===== src/rtl/fxp_div_pkg.sv =====
// rtl/fxp_div_pkg.sv - shared FSM state type and sizing helpers for the sequential divider
package fxp_div_pkg;

   typedef enum logic [1:0] {
      IDLE,
      CALC,
      ZERO
   } div_state_t;

   // One restoring step per raw quotient bit; the dividend carries FRAC extra zero bits.
   function automatic int calc_iter(input int width, input int frac);
      return width + frac;
   endfunction

   function automatic int calc_cnt_w(input int width, input int frac);
      return $clog2(width + frac);
   endfunction

endpackage


===== src/rtl/fxp_div_step.sv =====
// rtl/fxp_div_step.sv - one combinational restoring-division step
module fxp_div_step #(
   parameter int WIDTH = 8
) (
   input  logic [WIDTH:0]   rem_in,
   input  logic             bit_in,
   input  logic [WIDTH-1:0] d,
   output logic [WIDTH:0]   rem_out,
   output logic             q_bit
);

   logic [WIDTH+1:0] shifted;
   logic [WIDTH+1:0] d_ext;
   logic [WIDTH+1:0] trial;

   // rem_in stays below d, so the shifted value never reaches the sign bit of trial.
   always_comb begin
      shifted = {rem_in, bit_in};
      d_ext   = (WIDTH+2)'(d);
      trial   = shifted - d_ext;
      q_bit   = ~trial[WIDTH+1];
      rem_out = q_bit ? (WIDTH+1)'(trial) : (WIDTH+1)'(shifted);
   end

endmodule


===== src/rtl/fxp_seq_divider.sv =====
// rtl/fxp_seq_divider.sv - multi-cycle unsigned fixed-point restoring divider with saturation
module fxp_seq_divider
   import fxp_div_pkg::*;
#(
   parameter int WIDTH = 8,
   parameter int FRAC  = 4
) (
   input  logic             clk,
   input  logic             rst,
   input  logic             start,
   input  logic [WIDTH-1:0] n,
   input  logic [WIDTH-1:0] d,
   output logic             busy,
   output logic             done,
   output logic [WIDTH-1:0] q,
   output logic [WIDTH-1:0] rem,
   output logic             div_by_zero,
   output logic             overflow
);

   localparam int ITER  = calc_iter(WIDTH, FRAC);
   localparam int CNT_W = calc_cnt_w(WIDTH, FRAC);

   div_state_t       state;
   logic [CNT_W-1:0] cnt;
   logic [WIDTH:0]   prem;
   logic [ITER-1:0]  dvd;
   logic [ITER-1:0]  quot;
   logic [WIDTH-1:0] d_reg;

   logic [WIDTH:0]   prem_next;
   logic             q_bit;
   logic [ITER-1:0]  quot_next;
   logic             ovf_next;

   fxp_div_step #(
      .WIDTH(WIDTH)
   ) u_step (
      .rem_in (prem),
      .bit_in (dvd[ITER-1]),
      .d      (d_reg),
      .rem_out(prem_next),
      .q_bit  (q_bit)
   );

   assign quot_next = ITER'({quot, q_bit});
   // Any raw quotient bit above the result width means the value is out of range.
   assign ovf_next  = |(quot_next >> WIDTH);

   always_ff @(posedge clk or posedge rst) begin
      if (rst) begin
         state       <= IDLE;
         cnt         <= '0;
         prem        <= '0;
         dvd         <= '0;
         quot        <= '0;
         d_reg       <= '0;
         busy        <= 1'b0;
         done        <= 1'b0;
         q           <= '0;
         rem         <= '0;
         div_by_zero <= 1'b0;
         overflow    <= 1'b0;
      end else begin
         done <= 1'b0;
         case (state)
            IDLE: begin
               if (start) begin
                  dvd   <= ITER'(n) << FRAC;
                  d_reg <= d;
                  prem  <= '0;
                  quot  <= '0;
                  cnt   <= '0;
                  busy  <= 1'b1;
                  state <= (d == '0) ? ZERO : CALC;
               end
            end
            CALC: begin
               dvd  <= dvd << 1;
               prem <= prem_next;
               quot <= quot_next;
               cnt  <= cnt + CNT_W'(1);
               if (cnt == CNT_W'(ITER-1)) begin
                  q           <= ovf_next ? '1 : WIDTH'(quot_next);
                  rem         <= prem_next[WIDTH-1:0];
                  overflow    <= ovf_next;
                  div_by_zero <= 1'b0;
                  done        <= 1'b1;
                  busy        <= 1'b0;
                  state       <= IDLE;
               end
            end
            ZERO: begin
               q           <= '1;
               rem         <= '0;
               overflow    <= 1'b0;
               div_by_zero <= 1'b1;
               done        <= 1'b1;
               busy        <= 1'b0;
               state       <= IDLE;
            end
            default: state <= IDLE;
         endcase
      end
   end

endmodule


===== config.mk =====
export PLATFORM = sky130hd
export DESIGN_NAME = fxp_seq_divider
export DESIGN_NICKNAME = d
export VERILOG_FILES = /design/src/rtl/fxp_div_pkg.sv /design/src/rtl/fxp_div_step.sv /design/src/rtl/fxp_seq_divider.sv
export SDC_FILE = /design/constraint.sdc
export NUM_CORES = 1
export LEC_CHECK = 0
export ABC_AREA = 1
export CORE_MARGIN = 2
export CORE_UTILIZATION = 40
export DETAILED_ROUTE_END_ITERATION = 8
export PLACE_DENSITY_LB_ADDON = 0.25
export REMOVE_ABC_BUFFERS = 1
export SYNTH_ARGS = -nofsm -noshare
export SYNTH_HDL_FRONTEND = slang
export SYNTH_SLANG_ARGS = --single-unit

===== constraint.sdc =====
create_clock -name clk -period 2.2 [get_ports clk]
set_input_delay 0.33 -clock clk [delete_from_list [all_inputs] [get_ports clk]]
set_output_delay 0.33 -clock clk [all_outputs]
set_load 0.05 [all_outputs]

==> impl_metrics.tcl, run 1 <==
set metrics [dict create \
    port-buffer-count 38 \
    cap_violations 0 \
    synthTopCellsByArea "dfrtp_1 50%, nand2_1 11%, nand3_1 6.6%, inv_1 6.1%, ha_1 5.2%" \
    grt_start_max_net_pins 63 \
    drive_above_1_share 0.0810 \
    finalCritPeriodShare 0.896 \
    initial_core_util 0.409 \
    synth_common_cells "95 x nand2_1, 62 x dfrtp_1, 51 x inv_1" \
    ir_drop_mv 0.651 \
    regMostFlops "quot" \
    diodes 0 \
    path_max_fanout 3 \
    drt_first_pass_iters 4 \
    avgSynthCellArea_um2 8.28 \
    clk_latency_ns 0.34 \
    r2r_end "rem[4]" \
    cts-root-buf "clkbuf_8" \
    power.density_nw_per_um2 1630 \
    synthArstFlopShare 1.00 \
    period_minus_slack_ns 1.97 \
    yosysTopAreaCellShare 0.496 \
    ioPinCount 39 \
    grt_pass1_vias 2399 \
    fin_cells 534 \
    drtAntennaViolNets 0 \
    synth.most_common_cell "nand2_1" \
    cts.sinks 62 \
    required_ns 2.42 \
    grtUsageTotal 0.173 \
    hold_ws_ns 0.364 \
    synthToLayoutAreaGrowth_pct 25.8 \
    slew_violations 0 \
    cts-resized-gates 0 \
    drcViolationCount 0 \
    die_height_um 92.5 \
    core_um2 7650 \
    post-dp-hpwl_um 4780 \
    maxSlewHeadroom 0.636 \
    ys.flop_type "dfrtp_1" \
    setup.worst_path.start "dvd[11]" \
    num-nets-final 460 \
    grt_pass1_wl_um 11700 \
    cts_buffers 9 \
    post_cts_buffers 0 \
    use_met2 0.251 \
    cp.arrival_ns 2.19 \
    seq_area_frac_synth 0.496 \
    syn_area_um2 3130 \
    htreeDepth 3 \
    ys_types 30 \
    wire_per_inst_um 12.3 \
    std_cell_rows 32 \
    top_regs "quot x11, prem x9" \
    antenna_found_initial 0 \
    synth-edff-count 0 \
    yosys_warnings 0 \
    cts_buffer_depth 2 \
    crit_end "rem[4]" \
    setup_viol 0 \
    netlist_instances 378 \
    path_clk_slew_ns 0.08 \
    p_leak_nw 1.97 \
    use_met1 0.263 \
    internal_power_mw 3.61 \
    start_kind "flop" \
    die_w_um 92.5 \
    synth_largest_area_cell "dfrtp_1" \
    max_slew.worst_pin.slew_ns 0.541 \
    met3_usage 0.0269 \
    hold_viol_final 0 \
    critPathCaptureType "flop" \
    power_frac_comb 0.503 \
    fmax_mhz 507 \
    tritoncts "yes" \
    worst-setup-path-type "flop to flop" \
    vias 2578 \
    gp_congestion 0.871 \
    status "finished clean" \
    worst_r2r_path_depth 11 \
    avgViaCountPerCell 4.83 \
    dieArea_um2 8550 \
    net-switching-power_mw 2.79 \
    hold_path.class "input pin to async pin" \
    routed_wl_um 6590 \
    largest_register_ffs 11 \
    grt_busiest_layer "met1" \
    r2r-start "dvd[11]" \
    rsz0062_at_grt "no" \
    ys_ff_latch 62 \
    worst_clock_skew_ns 0.00958 \
    p_clk_frac 0.209 \
    p_sw_frac 0.436 \
    drt_iter0_markers 127 \
    dp.cells 518 \
    reg2reg_setup_slack_ns 0.23 \
    p_seq_frac 0.288 \
    grt_overflow 0 \
    cts-hold-fix-buffers 0 \
]
-- final cells by class --
cell class,instances,area (um^2)
sequential,62,1550
inverter,56,210
fill,738,3710
timing repair buffer,45,445
clock inverter,7,145
tap,102,128
multi-input combinational,253,1330
clock buffer,9,124
-- power by group through the flow --
| stage | registers [mW] | logic, mW | clock network [mW] |
|---|---|---|---|
| after CTS | 1.84 | 3.23 | 1.37 |
| after global routing | 1.90 | 3.67 | 1.42 |
| after floorplan | 2.23 | 1.96 | 0 |
| after detailed placement | 1.86 | 3.22 | 0 |
| after global placement | 1.85 | 3.18 | 0 |
| final | 1.84 | 3.22 | 1.34 |
-- worst min-delay path by stage --
stage | from | end | slack, ns | cells past startpoint
floorplan | dvd[4] | dvd[4] | 0.47 | 1
global placement | rem[1] | rem[1] | 0.46 | 2
detailed placement | rem[1] | rem[1] | 0.47 | 2
CTS | rst | q[4] | 0.39 | 3
global route | rst | q[4] | 0.41 | 3
finish | rst | q[4] | 0.36 | 3
-- through the flow --
stage                     setup slack, ns  cell area (um^2)  power (mW)  TNS, ns   util
after global placement              0.232              3670        5.03        0  0.480
final                               0.228              3940        6.41        0  0.515
after floorplan                     -1.16              3100        4.19   -25.06      -
after global routing               0.0502              3940        6.99        0  0.515
after CTS                           0.215              3940        6.44        0  0.515
after detailed placement            0.232              3670        5.08        0  0.480
-- cell usage in the layout, fill, tap and decap left out, types with 2 or more instances in the layout --
cell type / instances
inv_2: 3
nand3_1: 41
nand2_2: 2
a21oi_1: 18
nand4_1: 2
xor2_1: 3
a31oi_1: 7
nand2_1: 95
o31ai_1: 2
nand3b_1: 5
dfrtp_1: 62
clkbuf_8: 9
ha_1: 13
clkdlybuf4s50_1: 38
nor2_1: 32
bufinv_16: 4
nor4_1: 2
clkinv_1: 3
inv_1: 50
buf_4: 6
nand3_2: 2
a22o_1: 3
nand4_2: 2
o22ai_1: 10
o21ai_0: 7
-- logic make-up (layout without fill, tap and decap cells) --
family	Yosys count	after routing	synth area share
compound gates	51	51	0.0968
xor+xnor	4	4	0.0112
fa+ha+maj	14	14	0.0584
buf+inv	63	117	0.0780
flops	62	62	0.496
mux	1	1	0.00360
simple gates	183	183	0.256
-- critical path: stages, from the launching register on --
cell and delay, ns:
dfrtp_1 0.38, inv_1 0.10, ha_1 0.15, inv_1 0.08, fa_1 0.41, nand2_1 0.07
nand3_1 0.12, nand2_1 0.10, xor2_1 0.15, nand3_1 0.12, nand3_1 0.11, nand2_1 0.06
-- metal layers --
metal | vias to the layer above | wire length, um
met4 | 0 | 90
met2 | 58 | 2870
met5 | - | 0
li1 | 1338 | -
met1 | 1173 | 3360
met3 | 9 | 269
(Power assumes the default switching activity.)
==> inputs of run 2 (changes only) <==
- RECOVER_POWER: not set -> 50
==> run 2 against run 1 <==
Combinational power hardly changed. Routed wire length is 0.35% higher. Global-route usage stayed put. Clock power hardly changed. Total power is 0.15% lower. Sequential share of layout area is 0.19 points higher. Register-to-register slack hardly changed. The flow now finishes with violations (max-capacitance violations, max-slew violations). Sequential power hardly changed. Critical endpoint unchanged. Critical path type unchanged. Cell count stayed put. Clock skew is 0.00065 ns lower.
==> impl_metrics.tcl, run 2 (synthesis gave the netlist of run 1 again) <==
set metrics [dict create \
    status "complete, but fails checks" \
    violations "max-capacitance violations, max-slew violations" \
    dieArea_um2 8550 \
    post_cts_buffers 0 \
    seq_area_um2 1550 \
    setup_viol 0 \
    finalPower_mw 6.40 \
    grt_pass1_vias 2399 \
    path_buf_inv 2 \
    die_w_um 92.5 \
    cp.arrival_ns 2.19 \
    regMostFlops "quot" \
    cts-hold-fix-buffers 0 \
    drive_above_1_share 0.0741 \
    drtAntennaViolNets 0 \
    maxSlewHeadroom -0.00221 \
    vias 2575 \
    grt_pass1_wl_um 11700 \
    final_core_util 0.512 \
    slew_violations 62 \
    path_max_fanout 3 \
    period_minus_slack_ns 1.97 \
    cts-root-buf "clkbuf_8" \
    hold_ws_ns 0.481 \
    cts-resized-gates 0 \
    htreeDepth 3 \
    cts.sinks 62 \
    initial_core_util 0.409 \
    drt_first_pass_iters 4 \
    crit_slowest_cell "fa_1" \
    dp.cells 518 \
    cts_buffers 9 \
    power.density_nw_per_um2 1630 \
    fin_setup_tns_ns 0 \
    top_regs "quot x11, prem x9" \
    drt_iter0_markers 132 \
    post-dp-hpwl_um 4780 \
    fillers 740 \
    final_cell_mix "95 x nand2_1, 62 x dfrtp_1, 51 x inv_1" \
    drcViolationCount 0 \
    routed_wl_um 6620 \
    avgViaCountPerCell 4.82 \
    crit_chain "inv_1, ha_1, inv_1, fa_1, nand2_1, nand3_1, nand2_1, xor2_1, nand3_1, nand3_1, nand2_1" \
    path_clk_slew_ns 0.07 \
    ioPinCount 39 \
    wire_per_inst_um 12.4 \
    die_height_um 92.5 \
    std_cell_rows 32 \
    core_um2 7650 \
    port-buffer-count 38 \
    grt_overflow 0 \
    gp_congestion 0.871 \
    crit_family "simple AND/OR/NAND/NOR gates" \
    synthToLayoutAreaGrowth_pct 25.2 \
    tritoncts "yes" \
    hold_path.class "flop to flop" \
    ir_drop_mv 0.649 \
    start_kind "flop" \
    grtUsageTotal 0.173 \
    rsz0062_at_grt "no" \
    largest_register_ffs 11 \
    clk_latency_ns 0.34 \
    diodes 0 \
    num-nets-final 460 \
    fmax_mhz 507 \
    critPathCaptureType "flop" \
    max_slew.worst_pin.slew_ns 1.50 \
    p_leak_nw 1.96 \
    hold_viol_final 0 \
    crit_path_max_incr_delay_ns 0.41 \
    grt_start_max_net_pins 63 \
    antenna_found_initial 0 \
    fin_cells 534 \
    multi_input_comb_area_um2 1330 \
    cap_violations 1 \
    worst-setup-path-type "flop to flop" \
    cts_buffer_depth 2 \
    worst_clock_skew_ns 0.00893 \
    finalCritPeriodShare 0.897 \
    required_ns 2.42 \
    final_common_cell "nand2_1" \
]
## run 2: layout make-up
cell class / count / share of cell area
Inverter: 56 / 0.0536
Timing Repair Buffer: 45 / 0.109
Multi-Input combinational cell: 253 / 0.340
Tap cell: 102 / 0.0326
Clock inverter: 7 / 0.0370
Sequential cell: 62 / 0.396
Clock buffer: 9 / 0.0316
## run 2: path summary, 6_finish.rpt
path | to | from | cells after the start | slack, ns
min in group asynchronous | q[3] | rst | 3 | 0.82
min reg2reg | rem[7] | rem[7] | 2 | 0.48
max reg2reg | rem[4] | dvd[11] | 11 | 0.23
max in group asynchronous | rem[1] | rst | 3 | 0.49
min | rem[7] | rem[7] | 2 | 0.48
max | rem[4] | dvd[11] | 11 | 0.23
## run 2: power breakdown
group | switching, mW | internal, mW | total [mW] | leakage (nW)
Combinational | 2.08 | 1.13 | 3.21 | 1.04
Clock | 0.465 | 0.873 | 1.34 | 0.130
Sequential | 0.249 | 1.59 | 1.84 | 0.792
## run 2: worst register-to-register path, stage by stage (launching register included)
cell	delay, ns
dfrtp_1	0.38
inv_1	0.10
ha_1	0.15
inv_1	0.09
fa_1	0.41
nand2_1	0.08
nand3_1	0.12
nand2_1	0.10
xor2_1	0.15
nand3_1	0.12
nand3_1	0.11
nand2_1	0.06
## run 2: stage by stage
| stage | setup WS (ns) | cell area [um^2] |
|---|---|---|
| floorplan | -1.16 | 3100 |
| global placement | 0.232 | 3670 |
| detailed placement | 0.232 | 3670 |
| CTS | 0.215 | 3940 |
| global route | 0.0502 | 3920 |
| finish | 0.228 | 3920 |
## run 2: routing by layer
layer	global-route usage	part of all wire	up-vias
met4	0.0634	0.015	0
met3	0.0269	0.034	9
met5	0	0	-
met2	0.251	0.43	51
met1	0.263	0.52	1178
li1	-	-	1337
